File: config.mk
export PLATFORM = sky130hd
export DESIGN_NAME = rx_frame_recorder_flat
export DESIGN_NICKNAME = d
export VERILOG_FILES = /design/src/rtl/rx_frame_recorder_if.sv /design/src/rtl/rx_frame_recorder.sv /design/src/flat_wrapper.sv
export SDC_FILE = /design/constraint.sdc
export NUM_CORES = 1
export LEC_CHECK = 0
export BUFFER_PORTS_ARGS = -buffer_cell sky130_fd_sc_hd__buf_2
export CORE_MARGIN = 3
export CORE_UTILIZATION = 55
export CTS_CLUSTER_SIZE = 28
export DETAILED_ROUTE_END_ITERATION = 7
export GPL_ROUTABILITY_DRIVEN = 0
export PLACE_DENSITY = 0.76
export SLEW_MARGIN = 20
export SYNTH_ARGS = -nofsm -noshare
export SYNTH_HDL_FRONTEND = slang
export SYNTH_SLANG_ARGS = --single-unit
export TNS_END_PERCENT = 5
File: constraint.sdc
create_clock -name clk -period 5.26 [get_ports clk]
set_input_delay 0.263 -clock clk [delete_from_list [all_inputs] [get_ports clk]]
set_output_delay 0.263 -clock clk [all_outputs]
set_load 0.01 [all_outputs]
File: src/rtl/rx_frame_recorder_if.sv
// rx_frame_recorder_if: receive-core byte strobe, timing stamps and frame FIFO signals
interface rx_frame_recorder_if;
  logic        p_Enable_i;
  logic        n_ByteWe_i;
  logic        BaudSig_i;
  logic [7:0]  FrameGapSet_i;
  logic [3:0]  acqurate_stamp_i;
  logic [11:0] millisecond_stamp_i;
  logic        n_Rd_i;
  logic        n_Clr_i;
  logic [27:0] FrameInfo_o;
  logic        p_Empty_o;
  logic        p_Full_o;
  logic        p_Over_o;
  logic [4:0]  FrameNum_o;
  modport master (
    output p_Enable_i, n_ByteWe_i, BaudSig_i, FrameGapSet_i, acqurate_stamp_i,
           millisecond_stamp_i, n_Rd_i, n_Clr_i,
    input  FrameInfo_o, p_Empty_o, p_Full_o, p_Over_o, FrameNum_o
  );
  modport slave (
    input  p_Enable_i, n_ByteWe_i, BaudSig_i, FrameGapSet_i, acqurate_stamp_i,
           millisecond_stamp_i, n_Rd_i, n_Clr_i,
    output FrameInfo_o, p_Empty_o, p_Full_o, p_Over_o, FrameNum_o
  );
endinterface

File: src/rtl/rx_frame_recorder.sv
// rx_frame_recorder: closes frames after an idle baud gap and queues {count, ms, 0.1ms} records
module rx_frame_recorder #(
  parameter int DEPTH = 8
) (
  input logic clk,
  input logic rst,
  rx_frame_recorder_if.slave bus
);
  localparam int PW = $clog2(DEPTH);
  typedef enum logic {IDLE, COLLECT} state_t;
  state_t state, state_n;
  logic [11:0] byte_cnt, byte_n, ms_l, ms_n;
  logic [7:0]  gap_cnt, gap_n;
  logic [3:0]  acq_l, acq_n;
  logic [27:0] mem [DEPTH];
  logic [PW-1:0] wr_ptr, rd_ptr;
  logic [4:0]  count;
  logic        over;
  logic        byte_ev, close, push, pop, do_push, full;
  logic [8:0]  gap_inc, gap_lim;
  assign byte_ev = !bus.n_ByteWe_i && bus.p_Enable_i;
  assign gap_inc = {1'b0, gap_cnt} + 9'd1;
  assign gap_lim = bus.FrameGapSet_i == 8'd0 ? 9'd1 : {1'b0, bus.FrameGapSet_i};
  assign close = state == COLLECT && bus.p_Enable_i && !byte_ev && bus.BaudSig_i && gap_inc >= gap_lim;
  assign full = count == 5'(DEPTH);
  assign push = close && bus.n_Clr_i;
  assign pop = !bus.n_Rd_i && count != 5'd0 && bus.n_Clr_i;
  // a full FIFO still accepts the push when the head leaves in the same cycle
  assign do_push = push && (!full || pop);
  always_comb begin
    state_n = state;
    byte_n = byte_cnt;
    gap_n = gap_cnt;
    ms_n = ms_l;
    acq_n = acq_l;
    if (!bus.n_Clr_i || !bus.p_Enable_i) begin
      state_n = IDLE;
      byte_n = '0;
      gap_n = '0;
    end else if (byte_ev) begin
      state_n = COLLECT;
      byte_n = state == IDLE ? 12'd1 : (byte_cnt == 12'hFFF ? byte_cnt : byte_cnt + 12'd1);
      gap_n = '0;
      ms_n = bus.millisecond_stamp_i;
      acq_n = bus.acqurate_stamp_i;
    end else if (state == COLLECT && bus.BaudSig_i) begin
      gap_n = gap_inc[7:0];
      state_n = close ? IDLE : COLLECT;
    end
  end
  always_ff @(posedge clk or negedge rst) begin
    if (!rst) begin
      state <= IDLE;
      byte_cnt <= '0;
      gap_cnt <= '0;
      ms_l <= '0;
      acq_l <= '0;
    end else begin
      state <= state_n;
      byte_cnt <= byte_n;
      gap_cnt <= gap_n;
      ms_l <= ms_n;
      acq_l <= acq_n;
    end
  end
  always_ff @(posedge clk) begin
    if (do_push) mem[wr_ptr] <= {byte_cnt, ms_l, acq_l};
  end
  always_ff @(posedge clk or negedge rst) begin
    if (!rst) begin
      wr_ptr <= '0;
      rd_ptr <= '0;
      count <= '0;
      over <= 1'b0;
    end else if (!bus.n_Clr_i) begin
      wr_ptr <= '0;
      rd_ptr <= '0;
      count <= '0;
      over <= 1'b0;
    end else begin
      if (do_push) wr_ptr <= wr_ptr + 1'b1;
      if (pop) rd_ptr <= rd_ptr + 1'b1;
      count <= count + 5'(do_push) - 5'(pop);
      if (push && full && !pop) over <= 1'b1;
    end
  end
  assign bus.FrameInfo_o = count == 5'd0 ? '0 : mem[rd_ptr];
  assign bus.p_Empty_o = count == 5'd0;
  assign bus.p_Full_o = full;
  assign bus.p_Over_o = over;
  assign bus.FrameNum_o = count;
endmodule

File: src/flat_wrapper.sv
// flat-port wrapper written by rule: the top's interface ports become plain ports
module rx_frame_recorder_flat 
#(
  parameter int DEPTH = 8
)
  (clk, rst, bus_p_Enable_i, bus_n_ByteWe_i, bus_BaudSig_i, bus_FrameGapSet_i, bus_acqurate_stamp_i, bus_millisecond_stamp_i, bus_n_Rd_i, bus_n_Clr_i, bus_FrameInfo_o, bus_p_Empty_o, bus_p_Full_o, bus_p_Over_o, bus_FrameNum_o);
  rx_frame_recorder_if bus_i ();
  input logic clk;
  input logic rst;
  input wire logic [$bits(bus_i.p_Enable_i)-1:0] bus_p_Enable_i;
  input wire logic [$bits(bus_i.n_ByteWe_i)-1:0] bus_n_ByteWe_i;
  input wire logic [$bits(bus_i.BaudSig_i)-1:0] bus_BaudSig_i;
  input wire logic [$bits(bus_i.FrameGapSet_i)-1:0] bus_FrameGapSet_i;
  input wire logic [$bits(bus_i.acqurate_stamp_i)-1:0] bus_acqurate_stamp_i;
  input wire logic [$bits(bus_i.millisecond_stamp_i)-1:0] bus_millisecond_stamp_i;
  input wire logic [$bits(bus_i.n_Rd_i)-1:0] bus_n_Rd_i;
  input wire logic [$bits(bus_i.n_Clr_i)-1:0] bus_n_Clr_i;
  output wire logic [$bits(bus_i.FrameInfo_o)-1:0] bus_FrameInfo_o;
  output wire logic [$bits(bus_i.p_Empty_o)-1:0] bus_p_Empty_o;
  output wire logic [$bits(bus_i.p_Full_o)-1:0] bus_p_Full_o;
  output wire logic [$bits(bus_i.p_Over_o)-1:0] bus_p_Over_o;
  output wire logic [$bits(bus_i.FrameNum_o)-1:0] bus_FrameNum_o;
  assign bus_i.p_Enable_i = bus_p_Enable_i;
  assign bus_i.n_ByteWe_i = bus_n_ByteWe_i;
  assign bus_i.BaudSig_i = bus_BaudSig_i;
  assign bus_i.FrameGapSet_i = bus_FrameGapSet_i;
  assign bus_i.acqurate_stamp_i = bus_acqurate_stamp_i;
  assign bus_i.millisecond_stamp_i = bus_millisecond_stamp_i;
  assign bus_i.n_Rd_i = bus_n_Rd_i;
  assign bus_i.n_Clr_i = bus_n_Clr_i;
  assign bus_FrameInfo_o = bus_i.FrameInfo_o;
  assign bus_p_Empty_o = bus_i.p_Empty_o;
  assign bus_p_Full_o = bus_i.p_Full_o;
  assign bus_p_Over_o = bus_i.p_Over_o;
  assign bus_FrameNum_o = bus_i.FrameNum_o;
  rx_frame_recorder #(.DEPTH(DEPTH)) u_core (.clk(clk), .rst(rst), .bus(bus_i));
endmodule
==> flow_summary.json, run 1 <==
{
  "status": "finished, final reports clean",
  "antenna_cells": 0,
  "rsz0062_at_grt": "false",
  "p_leak_nw": 4.591,
  "clockBufferDepth": 3,
  "cp.depth": 17,
  "instances_no_fill": 1014,
  "crit_start": "u_core.gap_cnt[0]$_DFFE_PN0P_",
  "synth-seq-cells": 273,
  "path_max_fanout": 7,
  "fmax_ghz": 0.2515,
  "hp-class": "input port to flop",
  "overflow": 0,
  "fin_crit_ns": 3.976,
  "dieArea_mm2": 0.02228,
  "grt_max_degree": 50,
  "worstSetupEndpointType": "flop",
  "yosysSeqAreaShare_pct": 70.43,
  "hold_viol": 0,
  "holdBufCountCts": 17,
  "cp_slowest_cell": "a221oi_2",
  "synth_fp_nets": 682,
  "crit_buf_inv": 2,
  "post_drt_wl_per_cell_um": 21.27,
  "vdd_ir_drop_max_v": 0.0003181,
  "drt_pass1_iterations": 5,
  "fin_crit_sh_pct": 75.60,
  "place_inst": 948,
  "drive_above_1_share_pct": 28.97,
  "grt_pass1_vias": 6267,
  "via_per_inst": 5.856,
  "finClkSkew_ns": 0.009338,
  "numCtsBuffers": 27,
  "nets": 780,
  "slowest_delay_ns": 0.49,
  "rr_worst_depth": 17,
  "tightest_slew_ns": 1.058,
  "avgSynthCellArea_um2": 17.89,
  "drt_wl_total_um": 21570,
  "cts_root_buf": "clkbuf_16",
  "path_cells": "ha_1, nand3_2, or2_2, xnor2_1, ha_1, a21oi_1, o21ai_0, a221oi_2, nor4b_2, ha_1, inv_1, fa_1, inv_1, a21oi_1, nor2_1, or3_1, and3_1",
  "critPathRequiredTime_ns": 5.67,
  "setup_ws_ns": 1.284,
  "pre_cts_ws_ns": 1.356,
  "syn_to_final_growth_pct": 16.00,
  "io_buffers": 66,
  "tns_ns": 0,
  "die_y_um": 149.3,
  "critical_path.top_delay_family": "simple AND/OR/NAND/NOR gates",
  "core_mm2": 0.01985,
  "clock_latency_ns": 0.52,
  "power_density_mw_per_mm2": 431.2,
  "vias": 5938,
  "fp-row-count": 51,
  "r2r_end": "u_core.bus.FrameNum_o[4]$_DFF_PN0_",
  "antenna_found_initial": 0,
  "rr_startpoint": "u_core.gap_cnt[0]$_DFFE_PN0P_",
  "gr-usage-all-layers_pct": 20.00,
  "drc": 0,
  "dpl.hpwl_um": 11930,
  "crit_type": "flop to flop",
  "synth_area_mm2": 0.01129,
  "die_w_um": 149.3,
  "post_cts_buffers": 0,
  "drt-initial-drc-count": 489,
  "slew_headroom_pct": 29.46,
  "initial_core_util_pct": 56.89,
  "drv_cap": 0,
  "grt_pass1_wl_um": 34590,
  "r2r_slack_ns": 1.28,
  "clock_sinks": 273,
  "cts_tree": "built",
  "setup_viol": 0,
  "crit_top_cell": "ha_1",
  "worstPathArrival_ns": 4.39,
  "cts_max_level": 1,
  "clk_pin_slew_worst_paths_ns": 0.06,
  "ys_types": 53,
  "cp-endpoint": "u_core.bus.FrameNum_o[4]$_DFF_PN0_",
  "cp-start-kind": "flop",
  "finalMaxSlewViolations": 0,
  "synthCells": 631,
  "ctsResizeCount": 0,
  "ant_nets": 0,
  "yosysWarnings": 0,
  "io_pins": 67
}
==> layer usage <==
metal	share of wire, %	up-vias	global-route usage (%)
met3	5.5	32	2.644
met4	1.9	0	5.126
met1	42	3079	27.92
met2	50	174	33.97
li1	-	2653	-
met5	0	-	0
==> through the flow <==
stage	utilization [%]	instance area [um^2]	hold slack, ns	total power, mW
2_1_floorplan	-	11300	-0.03259	3.289
3_3_place_gp	60.27	11960	0.4403	3.616
6_report	66.00	13100	0.06346	5.648
4_1_cts	66.00	13100	0.03300	5.705
3_5_place_dp	60.27	11960	0.4552	3.645
5_1_grt	66.00	13100	0.05210	5.886
==> logic make-up after synthesis <==
family	after synthesis	synth area share, %
adders and majority gates	20	2.283
xor gates and xnor gates	22	1.707
buffers and inverters	47	1.917
and+or+nand+nor	120	5.497
DFF	273	70.43
AOI/OAI and AO/OA	46	2.637
muxes	103	15.53
==> Yosys cell counts, drive strengths merged <==
cell type | count | area (um^2)
ha | 19 | 237.7
and3 | 3 | 18.77
or4 | 1 | 7.510
a21boi | 3 | 22.52
inv | 20 | 75.07
xnor2 | 17 | 148.9
or2 | 2 | 12.52
a31oi | 1 | 6.260
a211oi | 6 | 45.04
mux4 | 56 | 1261
o211ai | 1 | 7.510
or3 | 6 | 38.79
o31ai | 2 | 15.01
xor2 | 5 | 43.79
nand2 | 22 | 82.58
a221oi | 1 | 15.01
a22oi | 1 | 7.510
a41o | 2 | 20.02
o21bai | 1 | 11.26
o21ai | 11 | 55.05
o21a | 1 | 7.510
nand4 | 3 | 18.77
fa | 1 | 20.02
clkbuf | 10 | 37.54
a21o | 2 | 15.01
nor4b | 3 | 38.79
nor2 | 51 | 196.4
and4 | 1 | 8.760
nor2b | 2 | 12.51
dfrtp | 49 | 1226
nor3 | 4 | 25.02
buf | 17 | 103.9
or4b | 1 | 13.76
mux2 | 17 | 191.4
nand4bb | 1 | 11.26
nand3 | 9 | 50.05
and2 | 7 | 43.79
nor4 | 3 | 33.78
nor3b | 1 | 7.510
edfxtp | 224 | 6726
a21oi | 14 | 70.07
mux2i | 30 | 300.3
==> placed cells by master, fill, tap and decap left out, types with 3 or more instances in the layout <==
master	count
a211oi_1	6
a21oi_1	14
and2_1	7
and3_1	3
buf_2	66
buf_4	13
bufinv_16	6
clkbuf_16	27
clkbuf_8	4
clkinv_1	3
clkinv_2	6
dfrtp_1	46
dlygate4sd3_1	17
edfxtp_1	224
ha_1	19
inv_1	20
mux2_2	17
mux2i_1	30
mux4_2	56
nand2_1	22
nand3_1	8
nand4_1	3
nor2_1	45
nor2_2	6
o21ai_0	11
or3_1	5
xnor2_1	17
xor2_1	5
==> worst min path at each step <==
stage                                                to  slack, ns            from  cells past startpoint
after floorplan             u_core.acq_l[0]$_DFFE_PN0P_      -0.03             rst                      0
after global placement    u_core.gap_cnt[0]$_DFFE_PN0P_       0.44             rst                      2
after detailed placement  u_core.gap_cnt[0]$_DFFE_PN0P_       0.46             rst                      2
after CTS                      u_core.state$_DFFE_PN0P_       0.03  bus_n_ByteWe_i                      2
after global routing           u_core.state$_DFFE_PN0P_       0.05  bus_n_ByteWe_i                      2
final                          u_core.state$_DFFE_PN0P_       0.06  bus_n_ByteWe_i                      2
==> cell type report <==
class                           instances  area (um^2)
Sequential cell                       273         7959
Fill cell                            1320         6748
Multi-Input combinational cell        311         3167
Clock buffer                           33        738.2
Timing Repair Buffer                   96        598.1
Tap cell                              265        331.6
Clock inverter                         16        229.0
Inverter                               20        75.07
==> worst reg2reg max path, delay by kind of cell, from the launching register on <==
family          cells  cell delay, ns
compound gates      4            0.91
xor+xnor            1            0.13
fa+ha+maj           4            1.01
buf+inv             2            0.12
flops               1            0.43
simple gates        6            1.26
==> registers in the layout (all words and copies together) (netlist names), 3 cells and up <==
signal,count
u_core.acq_l,4
u_core.bus.FrameNum_o,5
u_core.byte_cnt,12
u_core.gap_cnt,8
u_core.mem,224
u_core.ms_l,12
u_core.rd_ptr,3
u_core.wr_ptr,3
==> where the power goes <==
group | switching [mW] | internal, mW
Clock | 0.771 | 1.29
Combinational | 0.484 | 0.507
Sequential | 0.172 | 2.43
Note: power is estimated with default switching activity, not from simulation.
==> inputs of run 2 (changes only) <==
- ABC_AREA: unset -> 1
- clock period: 5.26 -> 3.3 ns (I/O delays scaled with it)
==> flow_summary.json, run 2 <==
{
  "clockBufferDepth": 3,
  "ys_top_cells_by_count": "224 x edfxtp_1, 200 x nor2_1, 125 x o21ai_0",
  "finClkSkew_ns": 0.01339,
  "power_density_mw_per_mm2": 698.3,
  "gr-usage-all-layers_pct": 21.53,
  "hold_viol": 0,
  "yosysMostFrequentCell": "edfxtp_1",
  "finalMaxSlewViolations": 0,
  "dieArea_mm2": 0.02257,
  "mostFrequentLayoutCells": "224 x edfxtp_1, 200 x nor2_1, 125 x o21ai_0",
  "r2r_slack_ns": 0.19,
  "fin_crit_ns": 3.109,
  "final_common_cell": "edfxtp_1",
  "numCtsBuffers": 28,
  "fillers": 1441,
  "tns_ns": 0,
  "p_leak_nw": 5.028,
  "synth_top_cell_area_share_pct": 58.80,
  "avgSynthCellArea_um2": 11.95,
  "yosysWarnings": 0,
  "cts_root_buf": "clkbuf_16",
  "rr_worst_depth": 24,
  "cts_tree": "built",
  "ys_types": 40,
  "die_y_um": 150.2,
  "setup_viol": 0,
  "cts_max_level": 1,
  "instances_no_fill": 1339,
  "slowest_delay_ns": 0.41,
  "tightest_slew_ns": 0.9335,
  "yosysSeqAreaShare_pct": 69.52,
  "io_pins": 67,
  "use_met3_pct": 2.800,
  "io_buffers": 66,
  "combPwrFrac_pct": 23.3,
  "min_from": "bus_n_ByteWe_i",
  "critPathRequiredTime_ns": 3.71,
  "core_mm2": 0.02036,
  "critical_path.top_delay_family": "adder cells",
  "ant_nets": 0,
  "clk_pin_slew_worst_paths_ns": 0.06,
  "p_clk_share_pct": 33.9,
  "synth.top_cells.by_area": "edfxtp_1 59%, dfrtp_1 11%, nor2_1 6.6%",
  "initial_core_util_pct": 56.17,
  "grt_max_degree": 114,
  "fmax_ghz": 0.3216,
  "r2r_end": "u_core.bus.FrameNum_o[4]$_DFF_PN0_",
  "yosys.area.top_type": "edfxtp_1",
  "place_inst": 1267,
  "async_reset_ff_share_pct": 17.95,
  "drc": 0,
  "top_register": "u_core.mem",
  "use_met1_pct": 29.39,
  "via_per_inst": 5.630,
  "crit_top_cell": "nand2_1",
  "fp-row-count": 52,
  "fin_crit_sh_pct": 94.22,
  "place_area_mm2": 0.01223,
  "crit_buf_inv": 4,
  "syn_to_final_growth_pct": 17.03,
  "power.internal_mw": 6.546,
  "whs_endpoint": "u_core.bus.p_Over_o$_DFFE_PN0P_",
  "grt_pass1_vias": 7346,
  "antenna_found_initial": 0,
  "grt_use_met2_pct": 36.61,
  "slew_headroom_pct": 37.67,
  "min_path_cells": 5,
  "worstSetupEndpointType": "flop",
  "swShare_pct": 29.98,
  "die_w_um": 150.2,
  "status": "finished, final reports clean",
  "netSwitchingPower_mw": 2.803,
  "path_cells": "ha_2, nand3_2, xor2_2, inv_1, ha_1, nand2_1, nor2_1, nand2_1, nand3_1, nand2_1, nand2_1, nand2_1, nand2_4, nand3_4, clkinv_2, ha_1, inv_1, fa_1, inv_1, a21oi_1, nor2_1, nor2_1, xor2_1, nor2_1",
  "synth_flop_cell": "edfxtp_1",
  "crit_type": "flop to flop",
  "top_regs": "u_core.mem: 224 flops, u_core.byte_cnt: 12 flops, u_core.ms_l: 12 flops",
  "drive_above_1_share_pct": 17.59,
  "nets": 1098,
  "synth_fp_nets": 1008,
  "drv_cap": 0,
  "rr_startpoint": "u_core.gap_cnt[0]$_DFFE_PN0P_",
  "final_cell_area_mm2": 0.01339,
  "worstPathArrival_ns": 3.52,
  "clock_latency_ns": 0.54,
  "largest_reg_flops": 224,
  "path_max_fanout": 4,
  "synth_area_mm2": 0.01144,
  "vdd_ir_drop_max_v": 0.0003863,
  "dpl.hpwl_um": 13700,
  "synth_edf_count": 224,
  "overflow": 0,
  "cp-start-kind": "flop",
  "cp_slowest_cell": "dfrtp_1",
  "hp-class": "input port to flop",
  "synth-seq-cells": 273,
  "clock_sinks": 273,
  "grt_pass1_wl_um": 37970,
  "grt-busiest-layer": "met2",
  "drt-initial-drc-count": 632,
  "drt_pass1_iterations": 4,
  "pwr-share-seq_pct": 42.8,
  "antenna_cells": 0,
  "vias": 7538,
  "drt_wl_total_um": 24160,
  "synthCells": 957,
  "post_drt_wl_per_cell_um": 18.04
}
run 2: cell types whose count changed after synthesis, sizes merged, moves of 27 or more:
cell   delta
o22ai    +31
nand2    +38
inv      +35
a31oi    +27
o21ai   +146
mux2i    -30
nor2    +159
mux4     -56
run 2: cell families after synthesis:
| family | share of synthesized area, % |
|---|---|
| XOR/XNOR | 0.5359 |
| multiplexers | 1.575 |
| flip-flops | 69.52 |
| adder cells (fa/ha/maj) | 2.253 |
| buffers and inverters | 3.751 |
| AND/OR/NAND/NOR | 10.82 |
| AO/OA/AOI/OAI | 11.55 |
run 2: cell type report:
| class | count | area (um^2) | area share [%] |
|---|---|---|---|
| clock buffer | 34 | 764.5 | 5.710 |
| clock inverter | 18 | 181.4 | 1.355 |
| inverter | 57 | 215.2 | 1.607 |
| multi-input combinational | 579 | 3113 | 23.25 |
| sequential | 273 | 7958 | 59.44 |
| tap | 270 | 337.8 | 2.523 |
| timing repair buffer | 108 | 818.3 | 6.112 |
run 2: metal layers:
metal  share of wire, %  up-vias
met4                2.1        0
met2                 49      260
met5                  0        -
met1                 42     3648
li1                   -     3593
met3                6.9       37
run 2: repair_timing:
action	CTS	global route
resized for setup	0	2
hold buffers	19	0
buffers inserted	0	1
setup endpoints to repair	0	1
hold endpoints to repair	47	0
run 2: worst max-delay path by stage:
stage / from / cells after the start / slack (ns) / endpoint
finish: u_core.gap_cnt[0]$_DFFE_PN0P_ / 24 / 0.19 / u_core.bus.FrameNum_o[4]$_DFF_PN0_
detailed placement: u_core.gap_cnt[0]$_DFFE_PN0P_ / 24 / 0.15 / u_core.bus.FrameNum_o[4]$_DFF_PN0_
global placement: u_core.gap_cnt[0]$_DFFE_PN0P_ / 24 / 0.26 / u_core.bus.FrameNum_o[4]$_DFF_PN0_
floorplan: u_core.gap_cnt[0]$_DFFE_PN0P_ / 15 / -0.07 / u_core.mem[1][0]$_DFFE_PP_
global route: u_core.gap_cnt[0]$_DFFE_PN0P_ / 24 / -0.001 / u_core.bus.FrameNum_o[4]$_DFF_PN0_
CTS: u_core.gap_cnt[0]$_DFFE_PN0P_ / 24 / 0.12 / u_core.bus.FrameNum_o[4]$_DFF_PN0_
run 2: through the flow:
step	worst slack, ns	utilization [%]	hold WS (ns)	total power, mW
floorplan	-0.06975	-	-0.1306	5.447
global placement	0.2619	60.08	0.2614	6.188
detailed placement	0.1496	60.08	0.2715	6.235
CTS	0.1180	65.66	0.03833	9.399
global route	-0.001491	65.74	0.08669	9.802
finish	0.1907	65.74	0.05760	9.349
run 2: worst reg2reg max path: stages, from the launching register on:
cell	delay [ns]
dfrtp_1	0.41
ha_2	0.22
nand3_2	0.10
xor2_2	0.16
inv_1	0.06
ha_1	0.29
nand2_1	0.08
nor2_1	0.10
nand2_1	0.06
nand3_1	0.07
nand2_1	0.05
nand2_1	0.06
nand2_1	0.08
nand2_4	0.09
nand3_4	0.07
clkinv_2	0.09
ha_1	0.14
inv_1	0.06
fa_1	0.36
inv_1	0.09
a21oi_1	0.07
nor2_1	0.09
nor2_1	0.05
xor2_1	0.12
nor2_1	0.05
run 2: power by group through the flow:
stage	registers [mW]	logic, mW	clock network [mW]
6_report	4.00	2.18	3.17
5_1_grt	4.01	2.44	3.35
4_1_cts	4.00	2.20	3.20
3_5_place_dp	4.07	2.17	0
3_3_place_gp	4.06	2.13	0
2_1_floorplan	4.02	1.43	0
